File: src/rtl/led_probe_pkg.sv
// Shared types and sizing helpers for the LED probe display controller.
package led_probe_pkg;

    typedef enum logic [1:0] {
        PM_DIRECT    = 2'b00,
        PM_SCAN      = 2'b01,
        PM_CHANGE    = 2'b10,
        PM_HEARTBEAT = 2'b11
    } probe_mode_t;

    // Number of LED-wide slices in one probe word.
    function automatic int slice_count(input int dw, input int lw);
        return dw / lw;
    endfunction

    // Index width for n choices, never narrower than one bit.
    function automatic int idx_width(input int n);
        return (n > 1) ? $clog2(n) : 1;
    endfunction

endpackage

File: src/rtl/led_probe_ctrl_if.sv
// Probe/LED bundle between the board-facing top and the display controller.
interface led_probe_ctrl_if
    import led_probe_pkg::*;
#(
    parameter int NCH = 4,
    parameter int DW  = 32,
    parameter int LW  = 8
);
    localparam int SW = idx_width(NCH);
    localparam int IW = idx_width(slice_count(DW, LW));

    logic [NCH*DW-1:0] probe;
    logic [SW-1:0]     sel;
    probe_mode_t       mode;
    logic              hold;
    logic [LW-1:0]     led;
    logic [IW-1:0]     byte_idx;

    modport master (output probe, sel, mode, hold, input led, byte_idx);
    modport slave  (input probe, sel, mode, hold, output led, byte_idx);

endinterface

File: src/rtl/led_probe_ctrl_dwell_timer.sv
// Free-running dwell counter shared by the scan and heartbeat paths.
module dwell_timer #(
    parameter int DWELL = 50_000_000
) (
    input  logic clk,
    input  logic reset,
    input  logic en,
    input  logic clr,
    output logic tick
);
    localparam int CW = (DWELL > 1) ? $clog2(DWELL) : 1;

    logic [CW-1:0] cnt;
    logic          at_end;

    assign at_end = (cnt == CW'(DWELL - 1));
    // A clear in the same cycle suppresses the tick so the restart starts clean.
    assign tick   = en && !clr && at_end;

    // NOTE: sequential state uses non-blocking assignments so every register samples pre-edge values.
    always_ff @(posedge clk) begin
        if (reset) begin
            cnt <= '0;
        end else if (en) begin
            if (clr || at_end) cnt <= '0;
            else               cnt <= cnt + 1'b1;
        end
    end

endmodule

File: src/rtl/led_probe_ctrl.sv
// Debug LED controller: picks one probe word and shows it as direct,
// byte-scan, sticky change-capture or heartbeat.
module led_probe_ctrl
    import led_probe_pkg::*;
#(
    parameter int NCH   = 4,
    parameter int DW    = 32,
    parameter int LW    = 8,
    parameter int DWELL = 50_000_000
) (
    input  logic              clk,
    input  logic              reset,
    led_probe_ctrl_if.slave   bus
);
    localparam int NSL = slice_count(DW, LW);
    localparam int SW  = idx_width(NCH);
    localparam int IW  = idx_width(NSL);

    probe_mode_t   mode_q;
    logic [SW-1:0] sel_q;
    logic [LW-1:0] sticky_q, prev_q, led_q;
    logic [IW-1:0] idx_q;
    logic          hb_q;

    logic [LW-1:0] sticky_d, led_d, low;
    logic [IW-1:0] idx_d;
    logic          hb_d;
    logic [DW-1:0] word;
    logic          reconf, tick;

    assign reconf = (bus.mode != mode_q) || (bus.sel != sel_q);

    // Out-of-range selects fall back to channel 0.
    always_comb begin
        word = bus.probe[0 +: DW];
        for (int k = 1; k < NCH; k++)
            if (bus.sel == SW'(k)) word = bus.probe[k*DW +: DW];
    end

    assign low = word[LW-1:0];

    dwell_timer #(.DWELL(DWELL)) u_timer (
        .clk   (clk),
        .reset (reset),
        .en    (!bus.hold),
        .clr   (reconf),
        .tick  (tick)
    );

    // NOTE: every always_comb output gets a default first so no path can infer a latch.
    always_comb begin
        sticky_d = reconf ? '0 : (sticky_q | (low ^ prev_q));
        hb_d     = hb_q;
        idx_d    = '0;
        led_d    = low;
        unique case (bus.mode)
            PM_DIRECT: led_d = low;
            PM_SCAN: begin
                if (!reconf) begin
                    if (tick) idx_d = (idx_q == IW'(NSL - 1)) ? '0 : idx_q + 1'b1;
                    else      idx_d = idx_q;
                end
                led_d = word[int'(idx_d)*LW +: LW];
            end
            PM_CHANGE: led_d = sticky_d;
            PM_HEARTBEAT: begin
                if (tick) hb_d = ~hb_q;
                led_d = {hb_d, low[LW-2:0]};
            end
            default: led_d = low;
        endcase
    end

    // Hold freezes everything, including the shadow, so a reconfigure waits.
    always_ff @(posedge clk) begin
        if (reset) begin
            mode_q   <= PM_DIRECT;
            sel_q    <= '0;
            sticky_q <= '0;
            prev_q   <= '0;
            led_q    <= '0;
            idx_q    <= '0;
            hb_q     <= 1'b0;
        end else if (!bus.hold) begin
            mode_q   <= bus.mode;
            sel_q    <= bus.sel;
            sticky_q <= sticky_d;
            prev_q   <= low;
            led_q    <= led_d;
            idx_q    <= idx_d;
            hb_q     <= hb_d;
        end
    end

    assign bus.led      = led_q;
    assign bus.byte_idx = idx_q;

endmodule

File: src/flat_wrapper.sv
// flat-port wrapper written by rule: the top's interface ports become plain ports
module led_probe_ctrl_flat import led_probe_pkg::*;
#(
    parameter int NCH   = 4,
    parameter int DW    = 32,
    parameter int LW    = 8,
    parameter int DWELL = 50_000_000
)
  (clk, reset, bus_probe, bus_sel, bus_mode, bus_hold, bus_led, bus_byte_idx);
  led_probe_ctrl_if #(.NCH(NCH), .DW(DW), .LW(LW)) bus_i ();
  input  logic clk;
  input  logic reset;
  input wire logic [$bits(bus_i.probe)-1:0] bus_probe;
  input wire logic [$bits(bus_i.sel)-1:0] bus_sel;
  input wire logic [$bits(bus_i.mode)-1:0] bus_mode;
  input wire logic [$bits(bus_i.hold)-1:0] bus_hold;
  output wire logic [$bits(bus_i.led)-1:0] bus_led;
  output wire logic [$bits(bus_i.byte_idx)-1:0] bus_byte_idx;
  assign bus_i.probe = bus_probe;
  assign bus_i.sel = bus_sel;
  assign bus_i.mode = bus_mode;
  assign bus_i.hold = bus_hold;
  assign bus_led = bus_i.led;
  assign bus_byte_idx = bus_i.byte_idx;
  led_probe_ctrl #(.NCH(NCH), .DW(DW), .LW(LW), .DWELL(DWELL)) u_core (.clk(clk), .reset(reset), .bus(bus_i));
endmodule
File: config.mk
export PLATFORM = sky130hd
export DESIGN_NAME = led_probe_ctrl_flat
export DESIGN_NICKNAME = d
export VERILOG_FILES = /design/src/rtl/led_probe_pkg.sv /design/src/rtl/led_probe_ctrl_if.sv /design/src/rtl/led_probe_ctrl_dwell_timer.sv /design/src/rtl/led_probe_ctrl.sv /design/src/flat_wrapper.sv
export SDC_FILE = /design/constraint.sdc
export NUM_CORES = 1
export LEC_CHECK = 0
export BUFFER_PORTS_ARGS = -buffer_cell sky130_fd_sc_hd__buf_2
export CAP_MARGIN = 20
export CORE_MARGIN = 2
export CORE_UTILIZATION = 46
export CTS_CLUSTER_DIAMETER = 120
export CTS_CLUSTER_SIZE = 24
export DETAILED_ROUTE_END_ITERATION = 7
export PLACE_DENSITY = 0.82
export SYNTH_ARGS = -nofsm -noshare
export SYNTH_HDL_FRONTEND = slang
export SYNTH_SLANG_ARGS = --single-unit
File: constraint.sdc
create_clock -name clk -period 2 [get_ports clk]
set_clock_uncertainty 0.1 [all_clocks]
set_input_delay 0.2 -clock clk [delete_from_list [all_inputs] [get_ports clk]]
set_output_delay 0.2 -clock clk [all_outputs]
set_load 0.01 [all_outputs]
Yosys cells after proc, flatten, opt, wreduce, memory -nomap -nowiden
Cells that the tools add are included.
{"block": "totals", "ff_bits": 57, "latch_bits": 0, "ramBits": 0, "mem_bits_ro": 0, "in_bits": 135, "out_inout_bits": 10, "wordCells": 45, "n_memories": 0}
{"block": "classes", "add_sub_neg": 2, "multipliers": 0, "div_mod_pow": 0, "n_lt_le_gt_ge": 0, "eq_ne": 10, "shifts": 1, "mux": 12, "n_bitwise": 4, "n_reduce_logical": 8}
{"op": "$mux W32", "n": 3}
{"op": "$pmux W8 S4", "n": 1}
{"op": "$shiftx A32 B6 Y8", "n": 1}
{"op": "$add A26 B1 Y26 const B", "n": 1}
{"op": "$eq A26 B26 Y1 const B", "n": 1}
{"op": "$mux W26", "n": 1}
{"op": "$eq A2 B2 Y1 const B", "n": 5}
{"op": "$mux W2", "n": 5}
{"op": "$mux W8", "n": 1}
{"op": "$or A8 B8 Y8", "n": 1}
{"op": "$xor A8 B8 Y8", "n": 1}
{"op": "$eq A2 B1 Y1 const B", "n": 2}
{"op": "$ne A2 B2 Y1", "n": 2}
{"op": "$add A2 B1 Y2 const B", "n": 1}
{"op": "$logic_and A1 B1 Y1", "n": 2}
{"op": "$logic_not A1 Y1", "n": 2}
{"op": "$logic_not A2 Y1", "n": 1}
{"op": "$logic_or A1 B1 Y1", "n": 2}
{"op": "$not A1 Y1", "n": 2}
{"op": "$reduce_and A2 Y1", "n": 1}
{"op": "$mux W1", "n": 1}

Depth between registers and ports, before layout
{"block": "logic_depth", "ltp_word": 10, "ltp_mapped": 9, "mapped_depth_nobuf": 7}

Modules after synthesis
Synthesis repeated with hierarchy kept, for this count alone.
{"block": "hier_totals", "cells_unflattened": 415, "hier_area_um2": 3962.6}
{"module": "led_probe_ctrl", "n_inst": 1, "cells_per_inst": 269, "area_per_inst_um2": 2670.1, "seq_area_each_um2": 620.6}
{"module": "dwell_timer", "n_inst": 1, "cells_per_inst": 146, "area_per_inst_um2": 1292.5, "seq_area_each_um2": 520.5}

Least setup slack after synthesis
OpenSTA, ideal clock, no wires.
{"block": "synth_timing", "path_type": "flip-flop to flip-flop", "startpoint": "register u_core.u_timer.cnt[0]", "endpoint": "register u_core.u_timer.cnt[10]", "setup_time_ns": 0.117, "arrival_ns": 1.964, "t_required_ns": 1.783, "setup_slack_ns": -0.181, "path_stages_with_launch": 9, "path_buffers": 2, "synth_period_minus_slack_ns": 2.181, "cell_sequence": "dfxtp_1 > ha_1 > nor4bb_1 > and4b_1 > buf_2 > a31oi_1 > o21bai_2 > buf_2 > nor2_1"}
{"block": "synth_via", "elab_chain_cells": 3, "elab_cells_between_ends": 4, "cone_classes": "add/sub: 1; eq/ne: 1; mux: 1; reduce/logical: 1"}
{"item": "from (decl)", "line": "led_probe_ctrl_dwell_timer.sv:13", "source": "logic [CW-1:0] cnt;"}
{"item": "from (signal assigned)", "line": "led_probe_ctrl_dwell_timer.sv:26", "source": "else cnt <= cnt + 1'b1;"}
{"item": "branches (longest 2 deep; another with $add A26 B1 Y26)"}
{"item": "$mux W26 *", "line": "led_probe_ctrl_dwell_timer.sv:25", "source": "if (clr || at_end) cnt <= '0;"}
Mark *: on every way between the ends.
A chain may end at the register's enable or synchronous reset.

Worst setup path after layout
{"block": "layout_timing", "startpoint": "register u_core.u_timer.cnt[10]", "endpoint": "register u_core.led_q[1] (netlist: u_core.bus.led[1])"}
{"block": "layout_via", "elab_chain_cells": 7}
{"item": "$eq A26 B26 Y1", "line": "led_probe_ctrl_dwell_timer.sv:16", "source": "assign at_end = (cnt == CW'(DWELL - 1));"}
{"item": "$logic_and A1 B1 Y1", "line": "led_probe_ctrl_dwell_timer.sv:18", "source": "assign tick = en && !clr && at_end;"}
{"item": "$mux W2", "line": "led_probe_ctrl.sv:60", "source": "if (tick) idx_d = (idx_q == IW'(NSL - 1)) ? '0 : idx_q + 1'b1;"}
{"item": "$mux W2", "line": "led_probe_ctrl.sv:59", "source": "if (!reconf) begin"}
{"item": "$mux W2", "line": "led_probe_ctrl.sv:56", "source": "unique case (bus.mode)"}
{"item": "$shiftx A32 B6 Y8", "line": "led_probe_ctrl.sv:63", "source": "led_d = word[int'(idx_d)*LW +: LW];"}
{"item": "$pmux W8 S4", "line": "led_probe_ctrl.sv:56"}
{"item": "to (signal assigned)", "line": "led_probe_ctrl.sv:89", "source": "led_q <= led_d;"}
{"item": "to (decl)", "line": "led_probe_ctrl.sv:21", "source": "logic [LW-1:0] sticky_q, prev_q, led_q;"}
Every way passes these cells. The select of a mux whose other input is x is not followed.

==> results by group <==
STA
  – RSZ-0062 raised after global routing: true
  – Tcrit/Tclk final: 109%
  – Final hold violations: 0
  – Final setup fails: 10
  – Relative slew margins: 62.4%
  – Achievable frequency: 0.458 GHz
  – Slew @ Worst Pin: 0.564 ns
  – Post-route minimum period: roughly 2.2 ns
  – Final WS setup: -0.182 ns
  – Final-report max-slew violation count: 0
  – Setup TNS Final: -1.21 ns

Placed design
  – PortBufs: 144
  – DP HPWL: 10,600 um
  – Routability Congestion: roughly 0.93
  – Inst Count DP: 734

Critical path
  – Delay-heaviest family, CP: simple AND/OR/NAND/NOR gates
  – CP max stage delay: 0.35 ns
  – Worst-path fanout max: 7
  – Crit path required time: 2.18 ns
  – Crit end category: register
  – Worst r2r src: u_core.u_timer.cnt[10]
  – Crit path from: u_core.u_timer.cnt[10]
  – CP startpoint kind: register
  – Worst EP arrival: ~2.4 ns
  – Buffers & Inverters on Critical Path: 2
  – Slowest CP cell: a2111oi_4
  – CP Class: register to register
  – CP Cell Sequence: nor4_2 > buf_4 > and4b_2 > nand3_4 > a2111oi_4 > buf_6 > o2111ai_2 > o211ai_1

Clock tree
  – Clk_lat worst skew: 0.35 ns
  – Clk slew on worst S/H paths: roughly 0.07 ns
  – Num CTS Buffers: 9
  – H-tree depth: 3
  – CTS tree: yes
  – Clock buffer depth: 2
  – Clock Tree Root: clkbuf_8
  – CTS Hold Bufs: 0
  – Clk sinks: 57

Routing
  – Initial DRC count: a little over 400
  – Post-DRT Antenna Nets: 0
  – DRC: 0
  – Via/cell ratio: 6.01
  – Via count: roughly 4,500
  – WL final: 14,400 um
  – Drt wl/cell: around 19 um
  – Drt pass-1 iters: 8

Floorplanning
  – Die H: around 99 um
  – Width of the chip: just under 100 um
  – Num rows: 34
  – Io pins: 145
  – Die Area: 9730 sq um
  – Core area: 8720 sq um
  – Initial Util: 47.3%

Synthesis
  – Cells after synthesis: 428
  – EDFF count, synth: 0
  – Largest area contributor in the netlist: dfxtp_1
  – Main area contributors after synthesis: dfxtp_1 (28%), mux4_2 (17%), nor2_1 (6.0%)
  – Synth warnings: 0
  – Seq/Total Area, Yosys: 27.7%
  – Mapped Area: 4120 sq um
  – Syn_nets: 565
  – Ys flop type: dfxtp_1
  – Post-synthesis cell type count: 61
  – Yosys reg bits: 57
  – Mean post-synth cell area: 9.63 sq um
  – Top-area cell type share of the netlist area: between 20% and 30%
  – Async SR Flop Fraction: 0%

Power and ir drop
  – Power density cells: 520 nW/um^2
  – Total power: 3050 uW
  – Peak supply drop: 0.278 mV
  – Leak: 0.00234 uW

Cells and area
  – Antenna Diode Count: 0
  – Area Overhead vs Synth: 42.4%
  – Final cell count without fillers: around 750
  – Layout cells sized above 1: 50.8%
  – Layout Nets: 778

GRT
  – Initial antenna violation count: 0
  – Vias in the first global route: approximately 4,600
  – Global-route wire length before repair: 22,300 um
  – Largest net degree at the start of global routing: 28
  – Met2 Track Usage GR: around half
  – Total grt overflow: 0
  – Gr usage total: 28.6%
  – Met3 Use GR: 4.33%
  – Met1 usage: between 30% and 40%
  – Top Usage Layer GRT: met2

Worst hold path
  – Min-Delay Startpoint: bus_sel[1]
  – Hold Crit Class: input port to register

Outcome
  – Status: finished, violations left
  – Failing checks: negative setup slack

Run
  – Max_cap viols: 0
[flip-flops by register name, indices dropped and copies added (netlist names)]
name and cells:
u_core.u_timer.cnt 26, u_core.bus.led 8, u_core.prev_q 8, u_core.sticky_q 8, u_core.bus.byte_idx 2, u_core.mode_q 2, u_core.sel_q 2, u_core.hb_q 1
[power breakdown]
group / internal (uW) / switching (uW) / total, uW
Clock: 676 / 467 / 1140
Sequential: 1180 / 35.4 / 1210
Combinational: 365 / 329 / 694
Total: 2220 / 831 / 3050
[worst reg2reg max path, delay by kind of cell, from the launching register on]
family,cells,cell delay (ns)
AO/OA/AOI/OAI,3,0.61
AND/OR/NAND/NOR,3,0.71
flip-flops,1,0.33
buffers and inverters,2,0.36
[layout by cell type, fill, tap and decap left out, drive strengths merged, types with 8 or more instances in the layout]
| cell type | Yosys | layout |
|---|---|---|
| mux4 | 32 | 32 |
| o2111ai | 9 | 9 |
| nor2 | 66 | 66 |
| nand2 | 28 | 28 |
| dfxtp | 57 | 57 |
| mux2i | 12 | 12 |
| nand3 | 12 | 12 |
| buf | 14 | 227 |
| nand4 | 10 | 10 |
| o21bai | 8 | 8 |
| xnor2 | 22 | 22 |
| clkbuf | 10 | 14 |
| o21ai | 28 | 28 |
| a21oi | 13 | 13 |
| nor3 | 15 | 15 |
| nor2b | 10 | 10 |
| xor2 | 17 | 17 |
| a211oi | 8 | 8 |
[final timing paths]
| path | endpoint | slack, ns | depth (start not counted) |
|---|---|---|---|
| setup / recovery | u_core.bus.led[1] | -0.18 | 8 |
| hold / removal | u_core.sel_q[1] | 0.11 | 3 |
| setup reg to reg | u_core.bus.led[1] | -0.18 | 8 |
| hold reg to reg | u_core.sticky_q[3] | 0.37 | 1 |
[cell type report]
class	count	area [sq um]
fill	612	2850
tap	108	135
multi-input combinational	344	2990
timing repair buffer	227	1380
inverter	2	7.51
sequential	57	1150
clock inverter	2	35.0
clock buffer	14	173
[cells in the mapped netlist (4+ instances only)]
cell type	instances
buf_6	4
xnor2_1	21
o21a_1	7
o2111ai_1	9
o211ai_1	7
a311o_1	7
mux4_2	32
buf_2	6
nand4_1	7
o21ai_0	24
nand2_1	28
xor2_1	17
o21bai_1	7
nand3_1	9
dfxtp_1	57
a21oi_1	13
nor2b_1	10
nor2_1	66
mux2i_1	12
a211oi_1	7
clkbuf_1	6
nor3_1	14
[per-stage QoR]
step	cell area, sq um	worst slack [ns]	hold slack, ns	util (%)
floorplan	4180	0.00832	0.335	-
global placement	5450	-0.171	0.341	62.5
detailed placement	5450	-0.230	0.347	62.5
CTS	5770	-0.145	0.116	66.2
global route	5870	-0.275	0.119	67.3
finish	5870	-0.182	0.110	67.3
[kinds of logic (layout without fill, tap and decap cells)]
family / Yosys count / count (layout) / synth area share [%]
simple gates: 164 / 164 / 21.5
mux: 44 / 44 / 20.4
xor+xnor: 39 / 39 / 8.47
fa+ha+maj: 2 / 2 / 0.607
flops: 57 / 57 / 27.7
buf+inv: 27 / 245 / 4.74
compound gates: 95 / 95 / 16.6
[timing repair]
item,CTS,global route
resized for setup,17,20
endpoints found under the setup margin,10,28
setup buffers,2,2
pin swaps,7,7
[routing by layer]
| layer | vias to the layer above | part of all wire, % |
|---|---|---|
| met5 | - | 0 |
| met4 | 0 | 3.5 |
| met3 | 53 | 7.6 |
| met2 | 285 | 51 |
| met1 | 2149 | 37 |
| li1 | 2044 | - |
Power figures use the tool's default switching activity.
